===== config.mk =====
export PLATFORM = sky130hd
export DESIGN_NAME = fetch_pc_unit
export DESIGN_NICKNAME = d
export VERILOG_FILES = /design/src/rtl/fetch_pc_unit_pkg.sv /design/src/rtl/fetch_pc_unit_next_pc_calc.sv /design/src/rtl/fetch_pc_unit.sv
export SDC_FILE = /design/constraint.sdc
export NUM_CORES = 1
export LEC_CHECK = 0
export BUFFER_PORTS_ARGS = -buffer_cell sky130_fd_sc_hd__buf_2
export CORE_MARGIN = 1
export CORE_UTILIZATION = 44
export CTS_CLUSTER_SIZE = 20
export DETAILED_ROUTE_END_ITERATION = 6
export PLACE_DENSITY = 0.85
export SYNTH_ARGS = -nofsm -noshare
export SYNTH_HDL_FRONTEND = slang
export SYNTH_SLANG_ARGS = --single-unit

===== constraint.sdc =====
create_clock -name iCLK -period 3.33 [get_ports iCLK]
set_input_delay 0.1665 -clock iCLK [delete_from_list [all_inputs] [get_ports iCLK]]
set_output_delay 0.1665 -clock iCLK [all_outputs]
set_load 0.02 [all_outputs]

===== src/rtl/fetch_pc_unit_pkg.sv =====
// rtl/fetch_pc_unit_pkg.sv - shared encodings for the fetch/PC unit, control and COP0 blocks
package fetch_pc_unit_pkg;

   localparam logic [2:0] ORIGPC_PC4  = 3'b000;
   localparam logic [2:0] ORIGPC_BEQ  = 3'b001;
   localparam logic [2:0] ORIGPC_JUMP = 3'b010;
   localparam logic [2:0] ORIGPC_REG  = 3'b011;
   localparam logic [2:0] ORIGPC_ERET = 3'b100;
   localparam logic [2:0] ORIGPC_BNE  = 3'b101;
   localparam logic [2:0] ORIGPC_BC1T = 3'b110;
   localparam logic [2:0] ORIGPC_BC1F = 3'b111;

   localparam logic [1:0] FAULT_NONE     = 2'b00;
   localparam logic [1:0] FAULT_TIMEOUT  = 2'b01;
   localparam logic [1:0] FAULT_MISALIGN = 2'b10;

   localparam logic [31:0] KTEXT_DEFAULT = 32'h8000_0180;

   typedef enum logic {
      ST_FETCH = 1'b0,
      ST_HOLD  = 1'b1
   } fetch_state_e;

endpackage


===== src/rtl/fetch_pc_unit_next_pc_calc.sv =====
// rtl/fetch_pc_unit_next_pc_calc.sv - combinational next-PC select and alignment check
module fetch_pc_unit_next_pc_calc
   import fetch_pc_unit_pkg::*;
#(
   parameter int unsigned ADDR_W      = 32,
   parameter bit          ALIGN_CHECK = 1'b1
) (
   input  logic [ADDR_W-1:0] pc_i,
   input  logic [2:0]        orig_pc_i,
   input  logic              zero_i,
   input  logic              flag_i,
   input  logic [31:0]       imm_ext_i,
   input  logic [25:0]       jump_index_i,
   input  logic [ADDR_W-1:0] reg_target_i,
   input  logic [ADDR_W-1:0] eret_target_i,
   output logic [ADDR_W-1:0] pc4_o,
   output logic [ADDR_W-1:0] next_pc_o,
   output logic              misaligned_o
);

   logic [ADDR_W-1:0] pc4;
   logic [31:0]       imm_sh;
   logic [ADDR_W-1:0] branch_tgt;
   logic [ADDR_W-1:0] jump_tgt;
   logic [ADDR_W-1:0] target;

   always_comb begin
      pc4        = pc_i + ADDR_W'(4);
      imm_sh     = imm_ext_i << 2;
      branch_tgt = pc4 + imm_sh[ADDR_W-1:0];
      jump_tgt   = {pc4[ADDR_W-1:28], jump_index_i, 2'b00};
      case (orig_pc_i)
         ORIGPC_BEQ:  target = zero_i  ? branch_tgt : pc4;
         ORIGPC_BNE:  target = !zero_i ? branch_tgt : pc4;
         ORIGPC_BC1T: target = flag_i  ? branch_tgt : pc4;
         ORIGPC_BC1F: target = !flag_i ? branch_tgt : pc4;
         ORIGPC_JUMP: target = jump_tgt;
         ORIGPC_REG:  target = reg_target_i;
         ORIGPC_ERET: target = eret_target_i;
         default:     target = pc4;
      endcase
      // Without alignment checking the low bits are silently dropped instead of faulting.
      misaligned_o = ALIGN_CHECK && (target[1:0] != 2'b00);
      next_pc_o    = ALIGN_CHECK ? target : {target[ADDR_W-1:2], 2'b00};
      pc4_o        = pc4;
   end

endmodule


===== src/rtl/fetch_pc_unit.sv =====
// rtl/fetch_pc_unit.sv - handshaked PC/instruction-fetch engine with timeout and kernel redirect
module fetch_pc_unit
   import fetch_pc_unit_pkg::*;
#(
   parameter int unsigned ADDR_W       = 32,
   parameter logic [31:0] KTEXT_VECTOR = KTEXT_DEFAULT,
   parameter int unsigned TIMEOUT      = 16,
   parameter bit          ALIGN_CHECK  = 1'b1
) (
   input  logic              iCLK,
   input  logic              iRST_N,
   input  logic [ADDR_W-1:0] iInitialPC,
   input  logic              iAdvance,
   input  logic [2:0]        iOrigPC,
   input  logic              iZero,
   input  logic              iFlag,
   input  logic [31:0]       iImmExt,
   input  logic [25:0]       iJumpIndex,
   input  logic [ADDR_W-1:0] iRegTarget,
   input  logic [ADDR_W-1:0] iEretTarget,
   input  logic              iExcOccurred,
   output logic              oIReq,
   output logic [ADDR_W-1:0] oIAddr,
   input  logic              iIAck,
   input  logic [31:0]       iIData,
   output logic [ADDR_W-1:0] oPC,
   output logic [ADDR_W-1:0] oPC4,
   output logic [31:0]       oInstr,
   output logic              oInstrValid,
   output logic [ADDR_W-1:0] oEPC,
   output logic              oFault,
   output logic [1:0]        oFaultCode
);

   localparam logic [ADDR_W-1:0] KTEXT    = KTEXT_VECTOR[ADDR_W-1:0];
   localparam logic [7:0]        TMO_LAST = 8'(TIMEOUT - 1);

   fetch_state_e      state_q, state_d;
   logic [ADDR_W-1:0] pc_q, pc_d;
   logic [ADDR_W-1:0] epc_q, epc_d;
   logic [31:0]       instr_q, instr_d;
   logic              valid_q, valid_d;
   logic              fault_q, fault_d;
   logic [1:0]        code_q, code_d;
   logic [7:0]        cnt_q, cnt_d;
   logic              req_en_q, req_en_d;

   logic [ADDR_W-1:0] pc4;
   logic [ADDR_W-1:0] next_pc;
   logic              misaligned;

   fetch_pc_unit_next_pc_calc #(
      .ADDR_W      (ADDR_W),
      .ALIGN_CHECK (ALIGN_CHECK)
   ) u_next_pc_calc (
      .pc_i          (pc_q),
      .orig_pc_i     (iOrigPC),
      .zero_i        (iZero),
      .flag_i        (iFlag),
      .imm_ext_i     (iImmExt),
      .jump_index_i  (iJumpIndex),
      .reg_target_i  (iRegTarget),
      .eret_target_i (iEretTarget),
      .pc4_o         (pc4),
      .next_pc_o     (next_pc),
      .misaligned_o  (misaligned)
   );

   // req_en_q keeps oIReq low for the first cycle after reset so a stale ack is dropped.
   always_ff @(posedge iCLK) begin
      if (!iRST_N) begin
         state_q  <= ST_FETCH;
         pc_q     <= iInitialPC;
         epc_q    <= '0;
         instr_q  <= '0;
         valid_q  <= 1'b0;
         fault_q  <= 1'b0;
         code_q   <= FAULT_NONE;
         cnt_q    <= '0;
         req_en_q <= 1'b0;
      end else begin
         state_q  <= state_d;
         pc_q     <= pc_d;
         epc_q    <= epc_d;
         instr_q  <= instr_d;
         valid_q  <= valid_d;
         fault_q  <= fault_d;
         code_q   <= code_d;
         cnt_q    <= cnt_d;
         req_en_q <= req_en_d;
      end
   end

   always_comb begin
      state_d  = state_q;
      pc_d     = pc_q;
      epc_d    = epc_q;
      instr_d  = instr_q;
      valid_d  = valid_q;
      fault_d  = 1'b0;
      code_d   = code_q;
      cnt_d    = cnt_q;
      req_en_d = 1'b1;
      case (state_q)
         ST_FETCH: begin
            if (req_en_q) begin
               if (iIAck) begin
                  instr_d = iIData;
                  valid_d = 1'b1;
                  cnt_d   = '0;
                  state_d = ST_HOLD;
               end else if (cnt_q == TMO_LAST) begin
                  pc_d    = KTEXT;
                  epc_d   = pc_q;
                  fault_d = 1'b1;
                  code_d  = FAULT_TIMEOUT;
                  cnt_d   = '0;
               end else begin
                  cnt_d = cnt_q + 8'd1;
               end
            end
         end
         ST_HOLD: begin
            if (iExcOccurred) begin
               epc_d   = pc_q;
               pc_d    = KTEXT;
               valid_d = 1'b0;
               state_d = ST_FETCH;
            end else if (iAdvance) begin
               valid_d = 1'b0;
               state_d = ST_FETCH;
               if (misaligned) begin
                  epc_d   = next_pc;
                  pc_d    = KTEXT;
                  fault_d = 1'b1;
                  code_d  = FAULT_MISALIGN;
               end else begin
                  pc_d = next_pc;
               end
            end
         end
         default: state_d = ST_FETCH;
      endcase
   end

   always_comb begin
      oIReq       = (state_q == ST_FETCH) && req_en_q;
      oIAddr      = pc_q;
      oPC         = pc_q;
      oPC4        = pc4;
      oInstr      = instr_q;
      oInstrValid = valid_q;
      oEPC        = epc_q;
      oFault      = fault_q;
      oFaultCode  = code_q;
   end

endmodule


==> results of run 1 <==
## synthesized netlist by cell type (all sizes together) (8+ instances only)
| cell type | n | area share |
|---|---|---|
| nand2 | 165 | 0.075 |
| a21oi | 101 | 0.063 |
| dfxtp | 78 | 0.19 |
| nor2 | 73 | 0.034 |
| o21ai | 68 | 0.042 |
| buf | 55 | 0.043 |
| clkbuf | 48 | 0.022 |
| nand3 | 43 | 0.026 |
| ha | 37 | 0.056 |
| xnor2 | 35 | 0.037 |
| edfxtp | 32 | 0.12 |
| o2bb2ai | 22 | 0.023 |
| inv | 21 | 0.0095 |
| xor2 | 21 | 0.022 |
| and3 | 19 | 0.014 |
| a22oi | 18 | 0.016 |
| nor3 | 16 | 0.0097 |
| a221oi | 14 | 0.015 |
| a21o | 13 | 0.012 |
| nand4 | 13 | 0.0098 |
| a211oi | 12 | 0.012 |
| a22o | 12 | 0.013 |
| nor2b | 12 | 0.0091 |
| o211ai | 10 | 0.0091 |
| a21boi | 9 | 0.0082 |
| nor4 | 8 | 0.0060 |
## cells in the final DEF, fill, tap and decap left out, types with 14 or more instances in the layout
cell type	instances
buf_2	358
buf_4	222
nand2_1	158
a21oi_1	80
dfxtp_1	78
nor2_1	65
o21ai_0	50
nand3_1	33
edfxtp_1	32
ha_1	22
o2bb2ai_1	21
inv_1	18
a22oi_1	17
nor3_1	15
a21oi_2	15
xnor2_1	14
ha_4	14
buf_6	14
## timing repair
item / 4_1_cts / 5_1_grt
setup buffers: 25 / 13
resized for setup: 92 / 69
pin swaps: 60 / 43
cloned: 0 / 0
endpoints found under the setup margin: 30 / 38
hold buffers: 0 / 0
## worst max-delay path, cell delays in order (launching register included)
cell       delay [ns]
edfxtp_1         0.38
and4_4           0.27
and3_4           0.23
buf_4            0.13
nand3_4          0.09
xnor2_4          0.21
ha_4             0.24
a21o_1           0.21
buf_4            0.15
a311oi_4         0.30
o21ai_2          0.09
xor2_1           0.16
a222oi_1         0.65
buf_4            0.24
o2bb2ai_2        0.05
## layout make-up
cell class	count	area share
antenna	1	0.000191
clock buffer	10	0.0174
clock inverter	6	0.00524
inverter	22	0.00629
multi-input combinational	820	0.480
sequential	110	0.192
tap	229	0.0218
timing repair buffer	595	0.277
## registers in the layout, summed over array words and instances (netlist names)
| register | cells |
|---|---|
| oFault | 1 |
| oFaultCode | 2 |
| oEPC | 32 |
| req_en_q | 1 |
| oInstrValid | 1 |
| state_q | 1 |
| oInstr | 32 |
| cnt_q | 8 |
| oIAddr | 32 |
## metrics by stage
stage                     setup slack (ns)  instance area [µm²]  utilization
after global routing                -0.390                13100        0.721
after floorplan                     -0.395                 8580            -
final                               -0.337                13100        0.721
after CTS                           -0.167                12700        0.695
after detailed placement            -0.397                11600        0.638
after global placement              -0.353                11600        0.638
## routing by layer
layer  part of all wire  routed length [µm]
met1               0.39               14300
met2               0.46               17200
met3               0.11                4000
met4              0.040                1470
met5            0.00065                  24
## power by group
part | switching (mW) | total [mW] | leakage (nW) | internal, mW
clock network | 0.494 | 1.08 | 0.140 | 0.590
logic | 1.13 | 2.03 | 4.86 | 0.896
registers | 0.0463 | 1.49 | 0.960 | 1.45
## kinds of logic after synthesis
group | Yosys count | synth area share
and+or+nand+nor | 378 | 0.209
DFF | 110 | 0.305
muxes | 5 | 0.00680
adders and majority gates | 38 | 0.0584
AOI/OAI and AO/OA | 343 | 0.287
buffers and inverters | 125 | 0.0750
xor gates and xnor gates | 56 | 0.0593
## path summary, 6_finish.rpt
check	start	endpoint	slack, ns
setup / recovery	oIAddr[7]	oIAddr[20]	-0.34
hold / removal	iIData[6]	oInstr[6]	0.05
setup reg to reg	oIAddr[7]	oIAddr[20]	-0.34
hold reg to reg	oEPC[10]	oEPC[10]	0.45
==> metrics, run 1 <==
status=finished with violations; failing checks=DRC, setup timing; residual DRC count=26; Worst EP arrival=3.76 ns; Initial DRT Pass Iterations=7; Initial Util=0.454; final hold vios=0; DRT iter0 DRCs=1387; Seq/Total Area, Yosys=0.305; Post-synth EDFFs=32; synth warn=0; multi-input logic area=0.00631 mm²; Worst Hold Depth=3; PortBufs=358; placed cells=1739; reg2reg path depth=14; post-DP HPWL=28100 µm; Clk Latency, worst-skew pair=0.35 ns; Die X-Extent=139 µm; DRT Wirelength=37000 µm; total chip power=4.61 mW; Setup crit start kind=flop; crit end category=flop; cells after synthesis=1055; cell leakage power=5.96 nW; Top-Level Pins=361; min Tclk post-route=3.67 ns; crit share post-route=1.10; Worst EP required=3.43 ns; met3 Usage GRT=0.0805; Core Box Area=0.0182 mm²; Finished Layout Cells=1793; CTS tree=yes; Setup Skew=0.0119 ns; Final WS setup=-0.337 ns; Worst Hold Class=in2reg; M2 GR Usage=0.595; initial antenna violation count=3; fin nets=1792; Synth Flop Type=dfxtp_1; setup TNS=-3.45 ns; syn_nets=1289; Unique masters post-synth=78; syn avg cell area=7.84 µm²; Synth Cell Area=0.00827 mm²; Die Area=0.0194 mm²; clk slew on worst S/H paths=0.08 ns; vias in the first global route=9802; grt met1 use=0.447; PwrDens=351 mW/mm²; Rel. slew slack=0.458; gp weighted congestion=0.989; max cap viols=0; worst vdd ir=0.000325 V; Crit Path Class=reg2reg; FF+latch area=0.00252 mm²; total gr overflow=0; clock sink total=110; Vias/cell=5.84; Area growth syn-to-layout=58.7%; Synth async-reset ratio=0; H-Tree Level Count=3; Peak Freq=273 MHz; GRT Max-Usage Layer=met2; fin. max-slew vios=0; GRT Overall Usage=0.357; share of cells above drive strength 1=0.500; wire per inst=20.6 µm; Longest Clk Path Bufs=2; largest net degree at the start of global routing=47; CTS root buf=clkbuf_16; Fillers=1344; Routed Antenna Nets=0; CTS Buf Count=9; via count=10478; worst slew pin tran=0.813 ns; Setup-failing EPs final=29; RSZ-0062 raised after global routing=yes; Die H=139 µm; num rows=49; first-pass GRT wire length=53600 µm; post-synthesis register bit count=110; Max Fanout on Critical Path=4; worst hold margin=0.0496 ns
Note: power is estimated with default switching activity, not from simulation.
==> inputs of run 2 (changes only) <==
--- a/config.mk
+++ b/config.mk
@@ -7,10 +7,11 @@
 export LEC_CHECK = 0
 export BUFFER_PORTS_ARGS = -buffer_cell sky130_fd_sc_hd__buf_2
 export CORE_MARGIN = 1
-export CORE_UTILIZATION = 44
+export CORE_UTILIZATION = 35
 export CTS_CLUSTER_SIZE = 20
 export DETAILED_ROUTE_END_ITERATION = 6
-export PLACE_DENSITY = 0.85
+export GPL_TIMING_DRIVEN = 0
+export PLACE_DENSITY = 0.71
 export SYNTH_ARGS = -nofsm -noshare
 export SYNTH_HDL_FRONTEND = slang
 export SYNTH_SLANG_ARGS = --single-unit
==> run 2 against run 1 <==
  * The flow finishes with violations (setup timing)
  * Register-to-register slack got worse by 0.09 ns
  * Via count fell by 2.4%
  * Worst hold slack worse by 0.0071 ns
  * Die area up 25%
  * Wire length is 5.7% higher
  * Setup slack lost 0.087 ns
  * Critical path type unchanged
  * Critical endpoint is now oIAddr[31]
==> metrics, run 2 (synthesis gave the netlist of run 1 again) <==
cell leakage power=5.61 nW; status=finished with violations; Top-Level Pins=361; Longest Clk Path Bufs=2; gp weighted congestion=0.966; GRT Max-Usage Layer=met2; Area growth syn-to-layout=56.3%; Initial DRT Pass Iterations=7; share of cells above drive strength 1=0.465; CTS Buf Count=9; Initial Util=0.361; Die H=156 µm; most common cell after layout, fill and taps aside=buf_2; Final WS setup=-0.424 ns; DRT Wirelength=39100 µm; residual DRC count=0; clock sink total=110; Crit Path Class=reg2reg; fin. max-slew vios=0; min Tclk post-route=3.75 ns; r2r setup slk=-0.42 ns; H-Tree Level Count=3; setup TNS=-6.06 ns; crit end category=flop; reg2reg path depth=17; reg2reg start=oIAddr[7]; worst vdd ir=0.000308 V; worst slew pin tran=0.928 ns; PortBufs=357; Int Power=2.86 mW; CTS tree=yes; Worst Hold Class=in2reg; Setup crit start kind=flop; Vias/cell=5.57; DRT iter0 DRCs=782; Rel. slew slack=0.381; vias in the first global route=9436; Core Box Area=0.0229 mm²; Worst EP arrival=3.98 ns; max cap viols=0; most frequent cells in the layout=370 x buf_2, 159 x nand2_1, 124 x buf_4, 83 x a21oi_1, 78 x dfxtp_1; fin nets=1751; largest net degree at the start of global routing=33; CP startpoint=oIAddr[7]; Routed Antenna Nets=0; RSZ-0062 raised after global routing=yes; PwrDens=353 mW/mm²; Sw Share=0.373; num rows=55; Peak Freq=266 MHz; GRT Overall Usage=0.306; via count=10231; switching pwr=1.70 mW; final hold vios=0; CTS root buf=clkbuf_16; initial antenna violation count=6; Die X-Extent=156 µm; Max Fanout on Critical Path=7; grt met1 use=0.372; total gr overflow=0; first-pass GRT wire length=55400 µm; clk slew on worst S/H paths=0.08 ns; failing checks=setup timing; Clk Latency, worst-skew pair=0.35 ns; Setup-failing EPs final=33; sequential power share=0.330; Crit Reg-Reg Endpoint=oIAddr[31]; post-DP HPWL=29500 µm; wire per inst=21.3 µm; Worst Hold Depth=3; met3 Usage GRT=0.0694; clock share of power=0.245; Comb pwr share=0.425; Die Area=0.0243 mm²; M2 GR Usage=0.524; Setup Skew=0.0119 ns; Post-CTS Hold Fix Bufs=0; Worst Setup EP=oIAddr[31]; total chip power=4.56 mW; worst hold margin=0.0425 ns; final core utilization=0.564; Worst EP required=3.55 ns; crit share post-route=1.13
-- run 2: cell types whose count changed in the layout (fill, tap and decap cells not counted), sizes merged --
cell,before,now
buf,595,513
clkinvlp,2,0
diode,1,2
clkbuf,10,51
inv,24,26
-- run 2: layout make-up --
cell class	instances	area (µm²)
Inverter	22	82.6
Fill cell	2096	9980
Tap cell	313	392
Timing Repair Buffer	458	2600
Sequential cell	110	2520
Clock inverter	6	73.8
Antenna cell	2	5.00
Multi-Input combinational cell	820	6500
Clock buffer	10	229
Buffer	96	534
-- run 2: worst min path at each step --
stage	start	endpoint	slack, ns
finish	iIData[7]	oInstr[7]	0.04
global route	iIData[9]	oInstr[9]	0.04
CTS	iIData[7]	oInstr[7]	0.03
detailed placement	iRST_N	req_en_q	0.40
global placement	iRST_N	req_en_q	0.40
floorplan	iRST_N	req_en_q	0.19
-- run 2: power groups by stage --
stage | registers [mW] | logic (mW) | clock network [mW]
after floorplan | 1.62 | 0.862 | 0
after global placement | 1.57 | 1.44 | 0
after detailed placement | 1.57 | 1.45 | 0
after CTS | 1.50 | 1.75 | 1.13
after global routing | 1.51 | 2.05 | 1.18
final | 1.51 | 1.94 | 1.12
-- run 2: metal layers --
metal	routed length (µm)	vias up	part of all wire
met4	1320	8	0.034
met2	18600	585	0.48
met1	15100	4807	0.39
met5	46	-	0.0012
li1	-	4746	-
met3	4000	85	0.10
-- run 2: through the flow --
step,setup slack (ns),area [µm²],std cells
finish,-0.424,12900,1837
detailed placement,-0.986,10800,1725
global route,-0.560,12900,1836
floorplan,-0.395,8580,1055
global placement,-1.02,10800,1725
CTS,-0.349,12300,1807
-- run 2: timing repair --
action	4_1_cts	5_1_grt
pin swaps	84	52
gates cloned	0	0
setup buffers	71	31
endpoints found under the setup margin	45	42
resized for setup	134	65
-- run 2: worst max-delay path, cell delays in order (launching register included) --
cell	delay, ns
edfxtp_1	0.39
and4_4	0.26
nand4_1	0.10
buf_6	0.15
buf_4	0.13
nor2_4	0.16
nand2_1	0.12
xnor2_2	0.27
ha_1	0.38
o21ai_2	0.11
o211ai_1	0.13
a221oi_2	0.42
o21ai_1	0.18
mux2_4	0.31
o21ai_4	0.15
a2111oi_4	0.06
a21oi_1	0.16
o22a_1	0.14
==> inputs of run 3 (changes only) <==
--- a/config.mk
+++ b/config.mk
@@ -11,7 +11,7 @@
 export CTS_CLUSTER_SIZE = 20
 export DETAILED_ROUTE_END_ITERATION = 6
 export GPL_TIMING_DRIVEN = 0
-export PLACE_DENSITY = 0.71
+export PLACE_DENSITY = 0.69
 export SYNTH_ARGS = -nofsm -noshare
 export SYNTH_HDL_FRONTEND = slang
 export SYNTH_SLANG_ARGS = --single-unit
==> constraint.sdc (replaced) <==
create_clock -name iCLK -period 3.8 [get_ports iCLK]
set_input_delay 0.19 -clock iCLK [delete_from_list [all_inputs] [get_ports iCLK]]
set_output_delay 0.19 -clock iCLK [all_outputs]
set_load 0.02 [all_outputs]
==> run 3 against run 2 <==
  * The run still ends with setup timing left
  * Via count decreased by 3.3%
  * Sequential share of layout area rose by 2.0 points
  * Worst hold slack got worse by 0.0042 ns
  * Global-route usage down 0.66 points
  * Clock power is 16% lower
  * Cell area shrank 9.4%
  * Critical path type unchanged
==> metrics, run 3 (synthesis gave the netlist of run 1 again) <==
Post-CTS Hold Fix Bufs=0; share of cells above drive strength 1=0.396; final hold vios=0; largest net degree at the start of global routing=33; fin nets=1694; crit share post-route=1.00; DRT iter0 DRCs=880; CTS root buf=clkbuf_16; Most common cell on crit path=nand4_1; Max Fanout on Critical Path=6; CP startpoint=oIAddr[7]; vias in the first global route=9350; metal3 WL=3840 µm; met2 WL=17100 µm; Die Area=0.0243 mm²; cell leakage power=5.21 nW; Rel. slew slack=0.463; PortBufs=357; status=finished with violations; most frequent cells in the layout=371 x buf_2, 165 x nand2_1, 91 x a21oi_1, 78 x buf_4, 78 x dfxtp_1; Worst Hold Class=in2reg; Worst EP required=3.91 ns; first-pass GRT wire length=54500 µm; reg2reg start=oIAddr[7]; residual DRC count=0; crit end category=flop; GRT Overall Usage=0.300; gp weighted congestion=0.953; Top-Level Pins=361; RSZ-0062 raised after global routing=yes; Worst EP arrival=3.91 ns; num rows=55; final core utilization=0.512; Final WS setup=-0.000562 ns; clk slew on worst S/H paths=0.08 ns; Clk Latency, worst-skew pair=0.35 ns; post-DP HPWL=30100 µm; reg2reg path depth=16; DRT met1 WL=15600 µm; Initial Util=0.361; failing checks=setup timing; Setup crit start kind=flop; Peak Freq=263 MHz; Hold EP=req_en_q; highest routed metal layer=met4; total chip power=3.74 mW; max cap viols=0; min Tclk post-route=3.80 ns; Crit path max-delay family=simple AND/OR/NAND/NOR gates; H-Tree Level Count=3; DRT Wirelength=37900 µm; Setup-failing EPs final=1; Worst Path Buf+Inv=2; Crit Reg-Reg Endpoint=oIAddr[31]; wire per inst=21.3 µm; PwrDens=319 mW/mm²; Routed Antenna Nets=0; slowest cell delay on critical path=0.41 ns; Initial DRT Pass Iterations=5; worst slew pin tran=0.805 ns; critical path depth=16; Setup Skew=0.0100 ns; fin. max-slew vios=0; via count=9890; Die H=156 µm; CTS Buf Count=9; Vias/cell=5.56; most common cell after layout, fill and taps aside=buf_2; crit-path cells=and4_4 > nand4_1 > buf_6 > nor2_4 > nand4_1 > xnor2_2 > buf_4 > ha_4 > and3_2 > nand4_1 > o21ai_1 > mux2_4 > nor2_4 > a2111oi_4 > a21oi_2 > o22a_1; initial antenna violation count=0; placed cells=1726; worst hold path startpoint=iRST_N; Longest Clk Path Bufs=2; worst vdd ir=0.000228 V; Worst Hold Depth=1; Die X-Extent=156 µm; Core Box Area=0.0229 mm²; Area growth syn-to-layout=41.7%; worst hold margin=0.0383 ns; Finished Layout Cells=1779; clock sink total=110; Crit Path Class=reg2reg; CTS tree=yes; CP max-delay cell=a2111oi_4; r2r setup slk=-0.0006 ns; total gr overflow=0
## run 3: cell types whose count changed in the layout (fill, tap and decap cells not counted), sizes merged
| cell | before | now |
|---|---|---|
| buf | 513 | 456 |
| clkinv | 1 | 4 |
| inv | 26 | 25 |
| diode | 2 | 1 |
| clkbuf | 51 | 50 |
| bufinv | 1 | 0 |
## run 3: timing repair
| action | CTS | global route |
|---|---|---|
| endpoints found under the setup margin | 34 | 36 |
| buffers inserted | 32 | 11 |
| pin swaps | 12 | 28 |
| resized for setup | 27 | 78 |
## run 3: how the worst max path moves through the flow
stage / slack, ns / to
3_5_place_dp: -0.52 / oIAddr[31]
2_1_floorplan: -0.06 / oIAddr[31]
4_1_cts: 0.005 / oIAddr[31]
6_report: -0.0006 / oIAddr[31]
3_3_place_gp: -0.52 / oIAddr[27]
5_1_grt: -0.17 / oIAddr[31]
## run 3: where the power goes
| group | switching [mW] | internal [mW] | total, mW |
|---|---|---|---|
| combinational | 0.891 | 0.581 | 1.47 |
| sequential | 0.0521 | 1.27 | 1.32 |
| clock | 0.478 | 0.468 | 0.946 |
| total | 1.42 | 2.32 | 3.74 |
## run 3: metal layers
metal,vias to the layer above,track usage
met1,4673,0.381
met4,0,0.116
met3,67,0.0722
met2,517,0.488
li1,4633,-
met5,-,0
## run 3: area by class of cell
cell class | instances | area, µm²
inverters | 22 | 82.6
clock inverters | 7 | 73.8
diodes | 1 | 2.50
flip-flops and latches | 110 | 2520
well taps | 313 | 392
repair buffers | 401 | 2130
fillers | 2262 | 11200
multi-input cells | 820 | 5770
clock buffers | 9 | 225
plain buffers | 96 | 520
## run 3: worst reg2reg max path: stages, from the launching register on
cell and delay [ns]:
edfxtp_1 0.40, and4_4 0.26, nand4_1 0.12, buf_6 0.17
nor2_4 0.18, nand4_1 0.16, xnor2_2 0.16, buf_4 0.15
ha_4 0.29, and3_2 0.25, nand4_1 0.22, o21ai_1 0.27
mux2_4 0.20, nor2_4 0.04, a2111oi_4 0.41, a21oi_2 0.09
o22a_1 0.17
## run 3: stage by stage
stage	setup TNS (ns)	area [µm²]	setup WS, ns
2_1_floorplan	-0.0614	8350	-0.0551
3_3_place_gp	-8.58	10500	-0.524
3_5_place_dp	-9.02	10500	-0.515
4_1_cts	0	11200	0.00547
5_1_grt	-0.339	11700	-0.167
6_report	-0.000562	11700	-0.000562
